**config.mk**
```make
export PLATFORM = sky130hd
export DESIGN_NAME = cmp_arbiter_flat
export DESIGN_NICKNAME = d
export VERILOG_FILES = /design/src/rtl/cmp_pkg.sv /design/src/rtl/cmp_arbiter_if.sv /design/src/rtl/cmp_flag_gen.sv /design/src/rtl/comparator.sv /design/src/rtl/cmp_arbiter.sv /design/src/flat_wrapper.sv
export SDC_FILE = /design/constraint.sdc
export NUM_CORES = 1
export LEC_CHECK = 0
export ABC_CLOCK_PERIOD_IN_PS = 5100
export CORE_MARGIN = 4
export CORE_UTILIZATION = 49
export CTS_BUF_LIST = sky130_fd_sc_hd__clkbuf_16
export DETAILED_ROUTE_END_ITERATION = 7
export HOLD_SLACK_MARGIN = 0.06
export PLACE_DENSITY = 0.92
export SLEW_MARGIN = 20
export SYNTH_ARGS = -nofsm -noshare
export SYNTH_HDL_FRONTEND = slang
export SYNTH_SLANG_ARGS = --single-unit
export TNS_END_PERCENT = 50
```
**constraint.sdc**
```tcl
create_clock -name clk -period 5.1 [get_ports clk]
set_input_delay 1.53 -clock clk [delete_from_list [all_inputs] [get_ports clk]]
set_output_delay 1.53 -clock clk [all_outputs]
set_load 0.03 [all_outputs]
```
**src/rtl/cmp_pkg.sv**
```systemverilog
// Shared types and default widths for the time-multiplexed compare unit.
package cmp_pkg;

  localparam int unsigned DefWidth = 32;
  localparam int unsigned DefTagW  = 5;

  typedef struct packed {
    logic [DefWidth-1:0] a;
    logic [DefWidth-1:0] b;
    logic                is_unsigned;
    logic [DefTagW-1:0]  tag;
    logic                id;
  } cmp_req_t;

  typedef struct packed {
    logic               lt;
    logic               eq;
    logic [DefTagW-1:0] tag;
    logic               id;
  } cmp_rsp_t;

endpackage

```
**src/rtl/cmp_arbiter_if.sv**
```systemverilog
// Request/response bundle between the two requesters, the consumer and the compare unit.
interface cmp_arbiter_if
  import cmp_pkg::*;
#(
  parameter int unsigned WIDTH = DefWidth,
  parameter int unsigned TAGW  = DefTagW
);

  logic [1:0]         req_valid;
  logic [1:0]         req_ready;
  logic [2*WIDTH-1:0] req_a;
  logic [2*WIDTH-1:0] req_b;
  logic [1:0]         req_unsigned;
  logic [2*TAGW-1:0]  req_tag;
  logic               rsp_valid;
  logic               rsp_ready;
  logic               rsp_id;
  logic [TAGW-1:0]    rsp_tag;
  logic               rsp_lt;
  logic               rsp_eq;

  modport master (
    output req_valid, req_a, req_b, req_unsigned, req_tag, rsp_ready,
    input  req_ready, rsp_valid, rsp_id, rsp_tag, rsp_lt, rsp_eq
  );

  modport slave (
    input  req_valid, req_a, req_b, req_unsigned, req_tag, rsp_ready,
    output req_ready, rsp_valid, rsp_id, rsp_tag, rsp_lt, rsp_eq
  );

endinterface

```
**src/rtl/cmp_flag_gen.sv**
```systemverilog
// Combinational a-b flag generation (N, V, C, Z) feeding the shared comparator.
module cmp_flag_gen
  import cmp_pkg::*;
#(
  parameter int unsigned WIDTH = DefWidth
) (
  input  logic [WIDTH-1:0] i_a,
  input  logic [WIDTH-1:0] i_b,
  input  logic             i_unsigned,
  output logic             o_lt,
  output logic             o_eq
);

  logic [WIDTH:0] w_diff;
  logic           w_n;
  logic           w_v;
  logic           w_c;

  // Carry out of a + ~b + 1 is set exactly when a >= b unsigned.
  assign w_diff = {1'b0, i_a} + {1'b0, ~i_b} + {{WIDTH{1'b0}}, 1'b1};
  assign w_c    = w_diff[WIDTH];
  assign w_n    = w_diff[WIDTH-1];
  assign w_v    = (i_a[WIDTH-1] ^ i_b[WIDTH-1]) & (i_a[WIDTH-1] ^ w_n);
  assign o_eq   = (w_diff[WIDTH-1:0] == '0);

  comparator u_comparator (
    .i_flag_n (w_n),
    .i_flag_v (w_v),
    .i_flag_c (w_c),
    .i_bool0  (i_unsigned),
    .o_lt     (o_lt)
  );

endmodule

```
**src/rtl/comparator.sv**
```systemverilog
// Resolves less-than from subtract flags; bool0 selects unsigned (carry) or signed (N^V).
module comparator (
  input  logic i_flag_n,
  input  logic i_flag_v,
  input  logic i_flag_c,
  input  logic i_bool0,
  output logic o_lt
);

  assign o_lt = i_bool0 ? ~i_flag_c : (i_flag_n ^ i_flag_v);

endmodule

```
**src/rtl/cmp_arbiter.sv**
```systemverilog
// Round-robin arbiter for two compare requesters feeding a 2-stage elastic compare pipeline.
module cmp_arbiter
  import cmp_pkg::*;
#(
  parameter int unsigned WIDTH = DefWidth,
  parameter int unsigned TAGW  = DefTagW
) (
  input logic          clk,
  input logic          rst_n,
  cmp_arbiter_if.slave bus
);

  logic [1:0] w_grant;
  logic       w_s1_adv;
  logic       w_s2_adv;
  logic       w_accept;
  logic       w_sel;
  logic       w_lt;
  logic       w_eq;
  cmp_req_t   w_s1_d;
  cmp_req_t   r_s1;
  cmp_rsp_t   r_s2;
  logic       r_s1_valid;
  logic       r_s2_valid;
  logic       r_rr_ptr;

  assign w_s2_adv = ~r_s2_valid | bus.rsp_ready;
  assign w_s1_adv = ~r_s1_valid | w_s2_adv;

  // r_rr_ptr names the requester that wins a tie.
  always_comb begin
    w_grant = 2'b00;
    case (bus.req_valid)
      2'b01:   w_grant = 2'b01;
      2'b10:   w_grant = 2'b10;
      2'b11:   w_grant = r_rr_ptr ? 2'b10 : 2'b01;
      default: w_grant = 2'b00;
    endcase
  end

  assign bus.req_ready = w_grant & {2{w_s1_adv}};
  assign w_accept      = |bus.req_ready;
  assign w_sel         = w_grant[1];

  always_comb begin
    w_s1_d             = '0;
    w_s1_d.a           = w_sel ? bus.req_a[2*WIDTH-1:WIDTH] : bus.req_a[WIDTH-1:0];
    w_s1_d.b           = w_sel ? bus.req_b[2*WIDTH-1:WIDTH] : bus.req_b[WIDTH-1:0];
    w_s1_d.is_unsigned = bus.req_unsigned[w_sel];
    w_s1_d.tag         = w_sel ? bus.req_tag[2*TAGW-1:TAGW] : bus.req_tag[TAGW-1:0];
    w_s1_d.id          = w_sel;
  end

  cmp_flag_gen #(
    .WIDTH (WIDTH)
  ) u_flag_gen (
    .i_a        (r_s1.a),
    .i_b        (r_s1.b),
    .i_unsigned (r_s1.is_unsigned),
    .o_lt       (w_lt),
    .o_eq       (w_eq)
  );

  always_ff @(posedge clk or negedge rst_n) begin
    if (!rst_n) begin
      r_s1_valid <= 1'b0;
      r_s1       <= '0;
      r_s2_valid <= 1'b0;
      r_s2       <= '0;
      r_rr_ptr   <= 1'b0;
    end else begin
      if (w_accept) r_rr_ptr <= ~w_sel;
      if (w_s1_adv) begin
        r_s1_valid <= w_accept;
        if (w_accept) r_s1 <= w_s1_d;
      end
      // Result fields only move with real data so outputs never change under a bubble.
      if (w_s2_adv) begin
        r_s2_valid <= r_s1_valid;
        if (r_s1_valid) begin
          r_s2.lt  <= w_lt;
          r_s2.eq  <= w_eq;
          r_s2.tag <= r_s1.tag;
          r_s2.id  <= r_s1.id;
        end
      end
    end
  end

  assign bus.rsp_valid = r_s2_valid;
  assign bus.rsp_id    = r_s2.id;
  assign bus.rsp_tag   = r_s2.tag;
  assign bus.rsp_lt    = r_s2.lt;
  assign bus.rsp_eq    = r_s2.eq;

endmodule

```
**src/flat_wrapper.sv**
```systemverilog
// flat-port wrapper written by rule: the top's interface ports become plain ports
module cmp_arbiter_flat import cmp_pkg::*;
#(
  parameter int unsigned WIDTH = DefWidth,
  parameter int unsigned TAGW  = DefTagW
)
  (clk, rst_n, bus_req_valid, bus_req_a, bus_req_b, bus_req_unsigned, bus_req_tag, bus_rsp_ready, bus_req_ready, bus_rsp_valid, bus_rsp_id, bus_rsp_tag, bus_rsp_lt, bus_rsp_eq);
  cmp_arbiter_if #(.WIDTH(WIDTH), .TAGW(TAGW)) bus_i ();
  input logic clk;
  input logic rst_n;
  input wire logic [$bits(bus_i.req_valid)-1:0] bus_req_valid;
  input wire logic [$bits(bus_i.req_a)-1:0] bus_req_a;
  input wire logic [$bits(bus_i.req_b)-1:0] bus_req_b;
  input wire logic [$bits(bus_i.req_unsigned)-1:0] bus_req_unsigned;
  input wire logic [$bits(bus_i.req_tag)-1:0] bus_req_tag;
  input wire logic [$bits(bus_i.rsp_ready)-1:0] bus_rsp_ready;
  output wire logic [$bits(bus_i.req_ready)-1:0] bus_req_ready;
  output wire logic [$bits(bus_i.rsp_valid)-1:0] bus_rsp_valid;
  output wire logic [$bits(bus_i.rsp_id)-1:0] bus_rsp_id;
  output wire logic [$bits(bus_i.rsp_tag)-1:0] bus_rsp_tag;
  output wire logic [$bits(bus_i.rsp_lt)-1:0] bus_rsp_lt;
  output wire logic [$bits(bus_i.rsp_eq)-1:0] bus_rsp_eq;
  assign bus_i.req_valid = bus_req_valid;
  assign bus_i.req_a = bus_req_a;
  assign bus_i.req_b = bus_req_b;
  assign bus_i.req_unsigned = bus_req_unsigned;
  assign bus_i.req_tag = bus_req_tag;
  assign bus_i.rsp_ready = bus_rsp_ready;
  assign bus_req_ready = bus_i.req_ready;
  assign bus_rsp_valid = bus_i.rsp_valid;
  assign bus_rsp_id = bus_i.rsp_id;
  assign bus_rsp_tag = bus_i.rsp_tag;
  assign bus_rsp_lt = bus_i.rsp_lt;
  assign bus_rsp_eq = bus_i.rsp_eq;
  cmp_arbiter #(.WIDTH(WIDTH), .TAGW(TAGW)) u_core (.clk(clk), .rst_n(rst_n), .bus(bus_i));
endmodule
```
==> summary.log <==
qor: cts.postCtsSetupRepairBufs 0
qor: cts.post_cts_clock_slew_at_the_launch_and_capture_registers_of_the_worst_setup_and_hold_paths 0.06 ns
qor: global_routing.layer_with_the_highest_usage met2
qor: routing.viasPerCell 5.61
qor: cts.cts_htree_levels 3
qor: synth.yosys-top-cells-area sky130_fd_sc_hd__dfrtp_1 37%, sky130_fd_sc_hd__nand2_1 8.8%, sky130_fd_sc_hd__ha_1 7.2%
qor: cts.clock_path_buffers 2
qor: worst_setup_path.required_time_of_the_critical_path 3.57 ns
qor: die.floorplan.die_area 0.0131 mm²
qor: synth.post_synth_inst_count 647
qor: routing.drt-initial-drc-count 330
qor: power_and_ir_drop.power_density_normalized_to_cell_area 672 mW/mm²
qor: cells_and_area.nets 959
qor: sta.final-setup-viol-count 0
qor: worst_setup_path.cp_max_fo 5
qor: die.core 0.0109 mm²
qor: sta.clock.fmax 214 MHz
qor: global_routing.grt_antenna_before_repair 0
qor: worst_setup_path.worstSetupStartpointType input port
qor: power_and_ir_drop.ir_drop 0.428 mV
qor: cts.clock_tree_from_tritoncts built
qor: die.boundaryPins 156
qor: synth.seq_area_frac_synth 37.0%
qor: global_routing.use_met3 4.18%
qor: worst_setup_path.setup.worst_path.class in2out
qor: global_routing.overall_global_routing_usage 23.9%
qor: placed_design.gp_routability_congestion 0.870
qor: worst_hold_path.worst_hold_path_type reg2reg
qor: sta.worstMarginPinSlew 0.728 ns
qor: synth.syn_nets 825
qor: cts.cts_inserted_buffers 9
qor: sta.tns 0 ns
qor: synth.yosys.cell_types.count 56
qor: status.run_status finished, final reports clean
qor: global_routing.global_route.usage.met1 29.6%
qor: cells_and_area.antenna_cells 0
qor: cells_and_area.final_cell_mix 153 x sky130_fd_sc_hd__clkdlybuf4s50_1, 130 x sky130_fd_sc_hd__nand2_1, 82 x sky130_fd_sc_hd__dfrtp_1
qor: global_routing.grt_first_pass_wirelength 25.1 mm
qor: sta.timing.max_slew.rel_slack 51.5%
qor: global_routing.first_global_vias 5365
qor: cells_and_area.syn_to_final_growth 35.7%
qor: cells_and_area.n_fill_cell 848
qor: global_routing.grtUsageMet2 42.3%
qor: sta.final.setup_skew 0.00404 ns
qor: sta.drv_slew 0
qor: cts.root_buffer sky130_fd_sc_hd__clkbuf_16
qor: synth.yosysWarnings 0
qor: cts.clkLatencyLatePin 0.34 ns
qor: routing.detailedRoute.firstPassIterationCount 5
qor: global_routing.gr-total-overflow 0
qor: run.cap_violations 0
qor: synth.synth_area 0.00554 mm²
qor: synth.synth_edf_count 0
qor: synth.ffs_latches_synth 82
qor: routing.drt_drc_violations_left 0
qor: cts.post_cts_hold_buffer_count 0
qor: synth.synth_flop_cell sky130_fd_sc_hd__dfrtp_1
qor: placed_design.numPortBuffers 155
qor: synth.netlist.area_leader.share 37.0%
qor: die.die-width 114 µm
qor: power_and_ir_drop.power.static_leakage 3.37 nW
qor: routing.routed_wirelength 15.6 mm
qor: die.starting_density_of_the_core 50.7%
qor: placed_design.detailedPlace.worstSlack 0.440 ns
qor: routing.routed_wire_length_per_instance 16.9 µm
qor: global_routing.grt_max_degree 103
qor: worst_setup_path.critical_path.endpoint_type output pin
qor: cts.post_cts_resize_count 0
qor: synth.synth-async-reset-ratio 100%
qor: routing.detail-route-antenna-nets 0
qor: synth.synth_top_area_cell sky130_fd_sc_hd__dfrtp_1
qor: sta.post-route-worst-setup-slack 0.434 ns
qor: cells_and_area.post_route_cells_drive_above_1_share 6.36%
qor: die.die_h 114 µm
qor: sta.period_utilization_post_route 91.5%
qor: sta.layout_min_cycle_time 4.67 ns
qor: sta.rsz0062_at_grt false
qor: die.row_count 38
qor: cells_and_area.commonest_non_fill_non_tap_cell_in_the_layout sky130_fd_sc_hd__clkdlybuf4s50_1
qor: worst_setup_path.crit_arrival 3.14 ns
qor: placed_design.post-dp-hpwl 11.9 mm
qor: cts.cts_num_sinks 82
qor: sta.finalHoldViolations 0
qor: synth.postSynthAreaPerCell 8.57 µm²
qor: routing.via_count 5191
[stage by stage]
step / power [mW] / util [%] / hold slack [ns] / instance area (µm²) / cells
after global routing: 5.46 / 68.8 / 0.503 / 7520 / 926
final: 5.05 / 68.8 / 0.476 / 7520 / 926
after global placement: 4.24 / 65.8 / 0.456 / 7190 / 910
after CTS: 5.06 / 68.8 / 0.481 / 7520 / 926
after detailed placement: 4.32 / 65.8 / 0.466 / 7190 / 910
after floorplan: 3.47 / - / 0.442 / 5540 / 647
[worst max-delay path, stage by stage]
cell and delay, ns:
sky130_fd_sc_hd__clkdlybuf4s50_1 0.48, sky130_fd_sc_hd__nand3b_1 0.20, sky130_fd_sc_hd__nand2_1 0.12, sky130_fd_sc_hd__a21oi_4 0.13, sky130_fd_sc_hd__clkdlybuf4s50_1 0.68
[synth_stat cells, types with 13 or more instances]
cell type	instances
sky130_fd_sc_hd__a22oi_1	41
sky130_fd_sc_hd__dfrtp_1	82
sky130_fd_sc_hd__mux2i_1	32
sky130_fd_sc_hd__o21ai_0	40
sky130_fd_sc_hd__a21oi_1	32
sky130_fd_sc_hd__nor2_1	24
sky130_fd_sc_hd__nand3_1	13
sky130_fd_sc_hd__nand2_1	130
sky130_fd_sc_hd__inv_1	46
sky130_fd_sc_hd__clkbuf_1	24
sky130_fd_sc_hd__ha_1	32
sky130_fd_sc_hd__nand4_1	13
[path summary, 6_finish.rpt]
kind                                  from                 to  slack (ns)  cells past startpoint
max reg2reg                u_core.r_s1[20]  u_core.bus.rsp_eq        0.80                     18
max in group asynchronous            rst_n    u_core.r_s1[34]        3.38                      1
min reg2reg                u_core.r_s1[11]    u_core.r_s1[11]        0.48                      2
min                        u_core.r_s1[11]    u_core.r_s1[11]        0.48                      2
max                          bus_rsp_ready   bus_req_ready[0]        0.43                      5
min in group asynchronous            rst_n    u_core.r_s1[23]        1.23                      1
[power by group]
part	internal, mW	switching, mW
sequential	0.944	0.179
combinational	1.29	1.93
clock	0.433	0.274
total	2.66	2.39
[sequential cells by signal, indices dropped and copies added (netlist names)]
name / count
u_core.bus.rsp_eq: 1
u_core.r_s1: 71
u_core.bus.rsp_lt: 1
u_core.r_rr_ptr: 1
u_core.bus.rsp_tag: 5
u_core.bus.rsp_valid: 1
u_core.bus.rsp_id: 1
u_core.r_s1_valid: 1
[metal layers]
metal | vias up | part of all wire, %
li1 | 2567 | -
met1 | 2446 | 42
met2 | 161 | 51
met3 | 17 | 5.7
met4 | 0 | 1.8
met5 | - | 0
[layout make-up]
type | count | area, µm² | share of cell area (%)
Clock inverter | 7 | 101 | 1.35
Inverter | 47 | 176 | 2.35
Timing Repair Buffer | 160 | 1600 | 21.3
Tap cell | 140 | 175 | 2.33
Multi-Input combinational cell | 481 | 3190 | 42.4
Sequential cell | 82 | 2050 | 27.3
Clock buffer | 9 | 225 | 2.99
[kinds of logic after synthesis]
family	share of synthesized area (%)
AO/OA/AOI/OAI	22.1
XOR/XNOR	1.90
adder cells (fa/ha/maj)	7.58
buffers and inverters	6.09
flip-flops	37.0
multiplexers	7.20
AND/OR/NAND/NOR	18.1
(Power assumes the default switching activity.)
